## src/rtl/serial_adder.sv

```systemverilog
// serial_adder: multi-cycle adder/subtractor that consumes operands LSB-first,
// DIGIT bits per clock, behind valid/ready handshakes on input and output.
module serial_adder #(
    parameter int WIDTH = 8,
    parameter int DIGIT = 1
) (
    input  logic             clk,
    input  logic             rst_n,
    input  logic             in_valid,
    output logic             in_ready,
    input  logic [WIDTH-1:0] a,
    input  logic [WIDTH-1:0] b,
    input  logic             cin,
    input  logic             sub,
    output logic             out_valid,
    input  logic             out_ready,
    output logic [WIDTH-1:0] sum,
    output logic             cout,
    output logic             ovf,
    output logic             busy
);

    localparam int NDIG = WIDTH / DIGIT;

    typedef enum logic [1:0] {
        IDLE,
        RUN,
        DONE
    } state_t;

    state_t           state;
    logic [WIDTH-1:0] a_reg;
    logic [WIDTH-1:0] b_reg;
    logic             carry;
    logic [DIGIT-1:0] slice_sum;
    logic             slice_cout;
    logic             msb_cin;
    logic [WIDTH-1:0] res_next;
    logic             last;
    logic             accept;

    assign accept = (state == IDLE) && in_valid;

    // Ripple chain of full-adder cells; msb_cin ends up as the carry into the
    // top cell, which on the final digit is the carry into the word MSB.
    always_comb begin : slice
        logic c;
        c         = carry;
        slice_sum = '0;
        msb_cin   = 1'b0;
        for (int i = 0; i < DIGIT; i++) begin
            msb_cin      = c;
            slice_sum[i] = a_reg[i] ^ b_reg[i] ^ c;
            c            = (a_reg[i] & b_reg[i]) | (c & (a_reg[i] ^ b_reg[i]));
        end
        slice_cout = c;
    end

    generate
        if (NDIG == 1) begin : g_single
            assign res_next = slice_sum;
            assign last     = 1'b1;
        end else begin : g_multi
            localparam int CW = $clog2(NDIG);

            logic [CW-1:0]          count;
            logic [WIDTH-DIGIT-1:0] res_reg;

            // Earlier digits accumulate here; the final digit is appended
            // combinationally so the full word loads into sum in one edge.
            assign res_next = {slice_sum, res_reg};
            assign last     = (count == CW'(NDIG - 1));

            always_ff @(posedge clk or negedge rst_n) begin
                if (!rst_n) begin
                    count   <= '0;
                    res_reg <= '0;
                end else if (accept) begin
                    count   <= '0;
                    res_reg <= '0;
                end else if (busy) begin
                    res_reg <= res_next[WIDTH-1:DIGIT];
                    if (!last) begin
                        count <= count + CW'(1);
                    end
                end
            end
        end
    endgenerate

    always_ff @(posedge clk or negedge rst_n) begin
        if (!rst_n) begin
            state     <= IDLE;
            a_reg     <= '0;
            b_reg     <= '0;
            carry     <= 1'b0;
            in_ready  <= 1'b1;
            out_valid <= 1'b0;
            busy      <= 1'b0;
            sum       <= '0;
            cout      <= 1'b0;
            ovf       <= 1'b0;
        end else begin
            case (state)
                IDLE: begin
                    // Subtraction is a + ~b + ~borrow, folded in at capture.
                    if (accept) begin
                        a_reg    <= a;
                        b_reg    <= sub ? ~b : b;
                        carry    <= cin ^ sub;
                        in_ready <= 1'b0;
                        busy     <= 1'b1;
                        state    <= RUN;
                    end
                end
                RUN: begin
                    a_reg <= a_reg >> DIGIT;
                    b_reg <= b_reg >> DIGIT;
                    carry <= slice_cout;
                    if (last) begin
                        sum       <= res_next;
                        cout      <= slice_cout;
                        ovf       <= msb_cin ^ slice_cout;
                        busy      <= 1'b0;
                        out_valid <= 1'b1;
                        state     <= DONE;
                    end
                end
                DONE: begin
                    if (out_ready) begin
                        out_valid <= 1'b0;
                        in_ready  <= 1'b1;
                        state     <= IDLE;
                    end
                end
                default: begin
                    in_ready  <= 1'b1;
                    out_valid <= 1'b0;
                    busy      <= 1'b0;
                    state     <= IDLE;
                end
            endcase
        end
    end

endmodule

```

## config.mk

```make
export PLATFORM = sky130hd
export DESIGN_NAME = serial_adder
export DESIGN_NICKNAME = d
export VERILOG_FILES = /design/src/rtl/serial_adder.sv
export SDC_FILE = /design/constraint.sdc
export NUM_CORES = 1
export LEC_CHECK = 0
export BUFFER_PORTS_ARGS = -buffer_cell sky130_fd_sc_hd__buf_2
export CAP_MARGIN = 20
export CORE_ASPECT_RATIO = 1.5
export CORE_MARGIN = 4
export CORE_UTILIZATION = 40
export CTS_BUF_LIST = sky130_fd_sc_hd__clkbuf_8
export DETAILED_ROUTE_END_ITERATION = 10
export GPL_ROUTABILITY_DRIVEN = 0
export PLACE_DENSITY = 0.66
export SYNTH_ARGS = -nofsm -noshare
export SYNTH_HDL_FRONTEND = slang
export SYNTH_SLANG_ARGS = --single-unit
export TNS_END_PERCENT = 1
```

## constraint.sdc

```tcl
create_clock -name clk -period 2.09 [get_ports clk]
set_clock_uncertainty 0.2 [all_clocks]
set_input_delay 0.1045 -clock clk [delete_from_list [all_inputs] [get_ports clk]]
set_output_delay 0.1045 -clock clk [all_outputs]
set_load 0.005 [all_outputs]
```

=== After elaboration in Yosys (flattened, before gate mapping) ===
Cells that the tools add are included.

* Register bits after elaboration: 42
* Bits of input ports: 22
* Output and inout bits: 13
* Word-level logic and storage cells: 67

* Add/sub/neg operators: 1
* Eq/ne operators: 7
* Muxes and demuxes: 25
* Bitwise gates (word level): 11
* Reductions and logical operators: 11

{| class="wikitable"
|+ Operators by type and width
! operator !! number
|-
| 8-bit case mux with 2 select lines || 2
|-
| 8-bit two-way mux || 3
|-
| 7-bit two-way mux || 2
|-
| 3-bit AND reduction || 4
|-
| 3-bit two-way mux || 3
|-
| 1-bit case mux with 3 select lines || 3
|-
| 8-bit NOT || 1
|-
| 1-bit two-way mux || 7
|-
| 2-bit two-way mux || 3
|-
| 2-bit != test, second input constant || 3
|-
| 2-bit case mux with 3 select lines || 1
|-
| 2-bit AND reduction || 3
|-
| 2-bit nonzero test || 2
|-
| 1-bit bitwise XOR || 4
|-
| 3-bit by 1-bit adder with 3-bit output, second input constant || 1
|-
| 3-bit == test, second input constant || 1
|-
| 1-bit NOT || 3
|-
| 1-bit bitwise AND || 2
|-
| 2-bit by 1-bit == test with 1-bit output, second input constant || 1
|-
| 2-bit == test, second input constant || 1
|-
| 2-bit logical NOT || 1
|-
| 2-bit by 1-bit != test with 1-bit output, second input constant || 1
|-
| 1-bit case mux with 2 select lines || 1
|-
| 1-bit logical AND || 1
|-
| 1-bit bitwise OR || 1
|}

=== Longest topological paths before layout ===
* Word-level depth: 4
* Gate-level depth with buffers: 6
* Depth with buffers taken out: 5

=== Worst setup path before layout ===
OpenSTA, ideal clock, no wires.

* Path kind: flip-flop to flip-flop
* Start: register g_multi.count[0]
* End: register sum[1]
* Setup time: 0.125 ns
* Arrival time: 1.335 ns
* Data required time: 1.765 ns
* Setup slack: 0.431 ns
* Cell stages (with the launch flop): 6
* Clock period less this slack: 1.659 ns
* Cell sequence: dfrtp_1 > ha_1 > ha_1 > nand3b_4 > buf_6 > mux2_2

* Word-level cells in the longest chain between the ends: 2

{| class="wikitable"
|+ Ends and longest elaborated chain
! what !! RTL line !! RTL
|-
| from (decl) || 66 || <nowiki>logic [CW-1:0] count;</nowiki>
|-
| from (signal assigned) || 84 || <nowiki>count <= count + CW'(1);</nowiki>
|-
| 3-bit == test || 72 || <nowiki>assign last = (count == CW'(NDIG - 1));</nowiki>
|-
| 2-bit AND reduction (no source line) || -- ||
|-
| to (signal assigned) || 121 || <nowiki>sum <= res_next;</nowiki>
|-
| to (decl) || 17 || <nowiki>output logic [WIDTH-1:0] sum,</nowiki>
|}

Every way passes these cells.
A chain may end at the register's enable or synchronous reset.

=== Worst setup path in the final report ===
* Start: register state[0]
* End: register g_multi.res_reg[1]

* Word-level cells in the longest chain between the ends: 3
* Elaborated cells on any way between the ends: 4
* Classes of those cells: 1 x mux; 3 x reduce/logical

{| class="wikitable"
|+ Ends and longest elaborated chain
! what !! RTL line !! RTL
|-
| from (decl) || 31 || <nowiki>state_t state;</nowiki>
|-
| from (signal assigned) || 93 || <nowiki>state <= IDLE;</nowiki>
|-
| from (signal assigned) || 113 || <nowiki>state <= RUN;</nowiki>
|-
| from (signal assigned) || 126 || <nowiki>state <= DONE;</nowiki>
|-
| 2-bit logical NOT (*) || 42 || <nowiki>assign accept = (state == IDLE) && in_valid;</nowiki>
|-
| 1-bit logical AND (*) || 42 ||
|-
| 7-bit two-way mux / 2-bit nonzero test (equally long branches) || -- ||
|-
| to (signal assigned) || 82 || <nowiki>res_reg <= res_next[WIDTH-1:DIGIT];</nowiki>
|-
| to (decl) || 67 || <nowiki>logic [WIDTH-DIGIT-1:0] res_reg;</nowiki>
|}

Mark *: on every way between the ends. The rest lies on a longest branch, timed or not.

==> key figures <==
Critical path
  – Crit-path max FO: 14
  – WP buf/inv: 1
  – Worst setup SP type: register
  – CP Class: reg -> reg
  – CP Cell Sequence: nor3b_4, buf_4, nor2_1
  – CP peak stage delay: 0.57 ns
  – Top delay family on crit path: simple AND/OR/NAND/NOR gates
  – Crit path max-delay cell type: dfrtp_1
  – CP Data Required Time: 2.08 ns
  – CP Data Arrival Time: 1.75 ns
  – Worst setup EP type: register

Timing
  – Rel. slew slack: 63.8%
  – Crit share post-route: 84.6%
  – Fin crit period: 1.77 ns
  – Final setup margin: 0.321 ns
  – Slew Viols, Final: 0
  – Slew at the pin closest to its max-slew limit: 0.542 ns
  – FMAX: 565 MHz
  – Final setup vio count: 0
  – RSZ-0062 raised after global routing: false
  – Hold Violations, Final: 0
  – Total negative setup slack: 0 ns

Placed design
  – HPWL Detailed: 2560 um
  – Cell count after placement: 263
  – IO Port Bufs: 34
  – DP Worst Slack: 0.324 ns

Detailed routing
  – DR pass1 iterations: 6
  – Post-DR wirelength/cell: 13.0 um
  – WL final: 3650 um
  – Via density: 5.11
  – DRC Markers: 0
  – Initial DRC count: 75
  – DRT antenna net count: 0
  – Via count: 1431

Clock network
  – Total setup buffers inserted after CTS: 0
  – Clock-pin slew on the worst setup and hold paths: 0.08 ns
  – CTS tree: done
  – Clk_lat worst skew: 0.29 ns
  – Clock sink total: 42
  – Clock buffer depth: 2
  – Clock Root Buffer: clkbuf_8
  – CTS Buf Count: 5
  – H-tree Lvls: 2

Synthesis
  – Post-synth EDFFs: 0
  – Synth Instances: 169
  – Leading area contributor after synthesis: dfrtp_1
  – Syn_area_per_cell: 11.5 um2
  – Synth area leaders: dfrtp_1, mux2_2, nand2_1, mux2i_1, xor2_1
  – Yosys reg bits: 42
  – Warnings from Yosys: 0
  – Share of synthesized registers carrying an async set or reset: 100%
  – Distinct cells, synth: 30
  – Mapped Area: 1950 um2
  – Register area share after synthesis: 53.9%
  – Ys flop type: dfrtp_1
  – Yosys top cell area share: 52.6%
  – Synth Net Count: 194

Worst hold path
  – Hold WC Path Type: in -> reg

Die
  – Core area: 4620 um2
  – Floorplan row count: 30
  – Chip Width: 65.0 um
  – Starting Density: 42.2%
  – DIE HEIGHT: 93.5 um
  – Top Ports: 35
  – Die area: 6080 um2

Final layout
  – Commonest cells after routing, fill and taps aside: dfrtp_1, buf_2, nand2_1
  – Share of layout cells above drive strength 1: 30.1%
  – Nets: 240
  – Filler Cell Count: 434
  – Finished Core Util: 51.2%
  – P&R area growth vs syn: 21.2%
  – Final Non-Filler Cells: 280
  – Most common cell after layout, fill and taps aside: dfrtp_1
  – Multi-input gate area: 825 um2
  – Ant diodes: 0
  – Register area: 1050 um2

Global routing
  – Total GRT Usage: 13.4%
  – Vias in the first global route: 1452
  – Largest net degree at the start of global routing: 43
  – Antenna violations before repair: 0
  – First-pass GRT wire length: 6490 um
  – Total grt overflow: 0

Power and ir drop
  – Final Power: 3.04 mW
  – Switching Fraction: 34.7%
  – PD cells: 1280 nW/um2
  – Psw: 1.06 mW
  – Register share of total power: 46.2%
  – Peak VDD IR: 546 uV
  – Comb pwr share: 36.3%
  – Internal power: 1.98 mW
  – Pleak: 1.18 nW
  – Power share of the clock group: 17.5%

Run status
  – Status: complete, no violations

Job
  – Max Cap Violations: 0
cells by family after synthesis:
logic type,after synthesis,synth area share (%)
and+or+nand+nor,48,12.0
DFF,42,53.9
buffers and inverters,12,3.78
xor gates and xnor gates,11,4.94
adders and majority gates,3,2.31
AOI/OAI and AO/OA,35,13.2
muxes,18,9.81
cell usage after synthesis (3+ instances only):
| cell type | n |
|---|---|
| dfrtp_1 | 41 |
| clkbuf_1 | 3 |
| mux2i_1 | 9 |
| o21ai_0 | 11 |
| nand2_1 | 25 |
| a22oi_1 | 8 |
| nor2b_1 | 3 |
| nor2_2 | 4 |
| buf_2 | 4 |
| buf_6 | 3 |
| a222oi_1 | 7 |
| xor2_1 | 10 |
| nor2_1 | 12 |
| mux2_2 | 9 |
final cells by class:
type	instances	area share (%)
clock buffers	6	3.49
clock inverters	2	0.370
inverters	1	0.159
multi-input cells	115	34.9
flip-flops and latches	42	44.5
well taps	64	3.39
repair buffers	50	13.2
worst paths after layout:
path                            cells after the start                  from                             end  slack (ns)
worst max-delay path                                3  state[0]$_DFFE_PN0P_  g_multi.res_reg[1]$_DFFE_PN0P_        0.32
worst min-delay path                                4                  a[0]            a_reg[0]$_DFFE_PN0P_        0.01
worst max register to register                      3  state[0]$_DFFE_PN0P_  g_multi.res_reg[1]$_DFFE_PN0P_        0.32
worst min register to register                      2       ovf$_DFFE_PN0P_                 ovf$_DFFE_PN0P_        0.28
max in group asynchronous                           3                 rst_n            in_ready$_DFFE_PN1P_        1.12
min in group asynchronous                           3                 rst_n            a_reg[3]$_DFFE_PN0P_        0.21
power by group through the flow:
stage	Sequential, mW	Clock, mW	Combinational, mW
final	1.40	0.531	1.10
after global routing	1.46	0.594	1.26
after CTS	1.41	0.551	1.12
after detailed placement	1.42	0	1.11
after global placement	1.42	0	1.08
after floorplan	1.35	0	0.841
worst register-to-register path, cell delays in order (launching register included):
cell and delay (ns):
dfrtp_1 0.57, nor3b_4 0.57, buf_4 0.26, nor2_1 0.06
timing repair:
action,in CTS,in global routing
endpoints found under the hold margin,51,0
resized for setup,0,0
hold buffers,9,0
per-layer routing:
layer / track usage (%) / part of all wire, % / up-vias
li1: - / - / 689
met1: 16.8 / 44 / 693
met2: 22.7 / 49 / 43
met3: 3.37 / 5.3 / 6
met4: 4.15 / 1.4 / 0
met5: 0 / 0 / -
through the flow:
step / hold slack [ns] / cell area (um2)
floorplan: -0.391 / 1950
global placement: 0.00330 / 2180
detailed placement: 0.00771 / 2180
CTS: 0.00749 / 2360
global route: 0.0445 / 2360
finish: 0.0115 / 2360
Power figures use the tool's default switching activity.
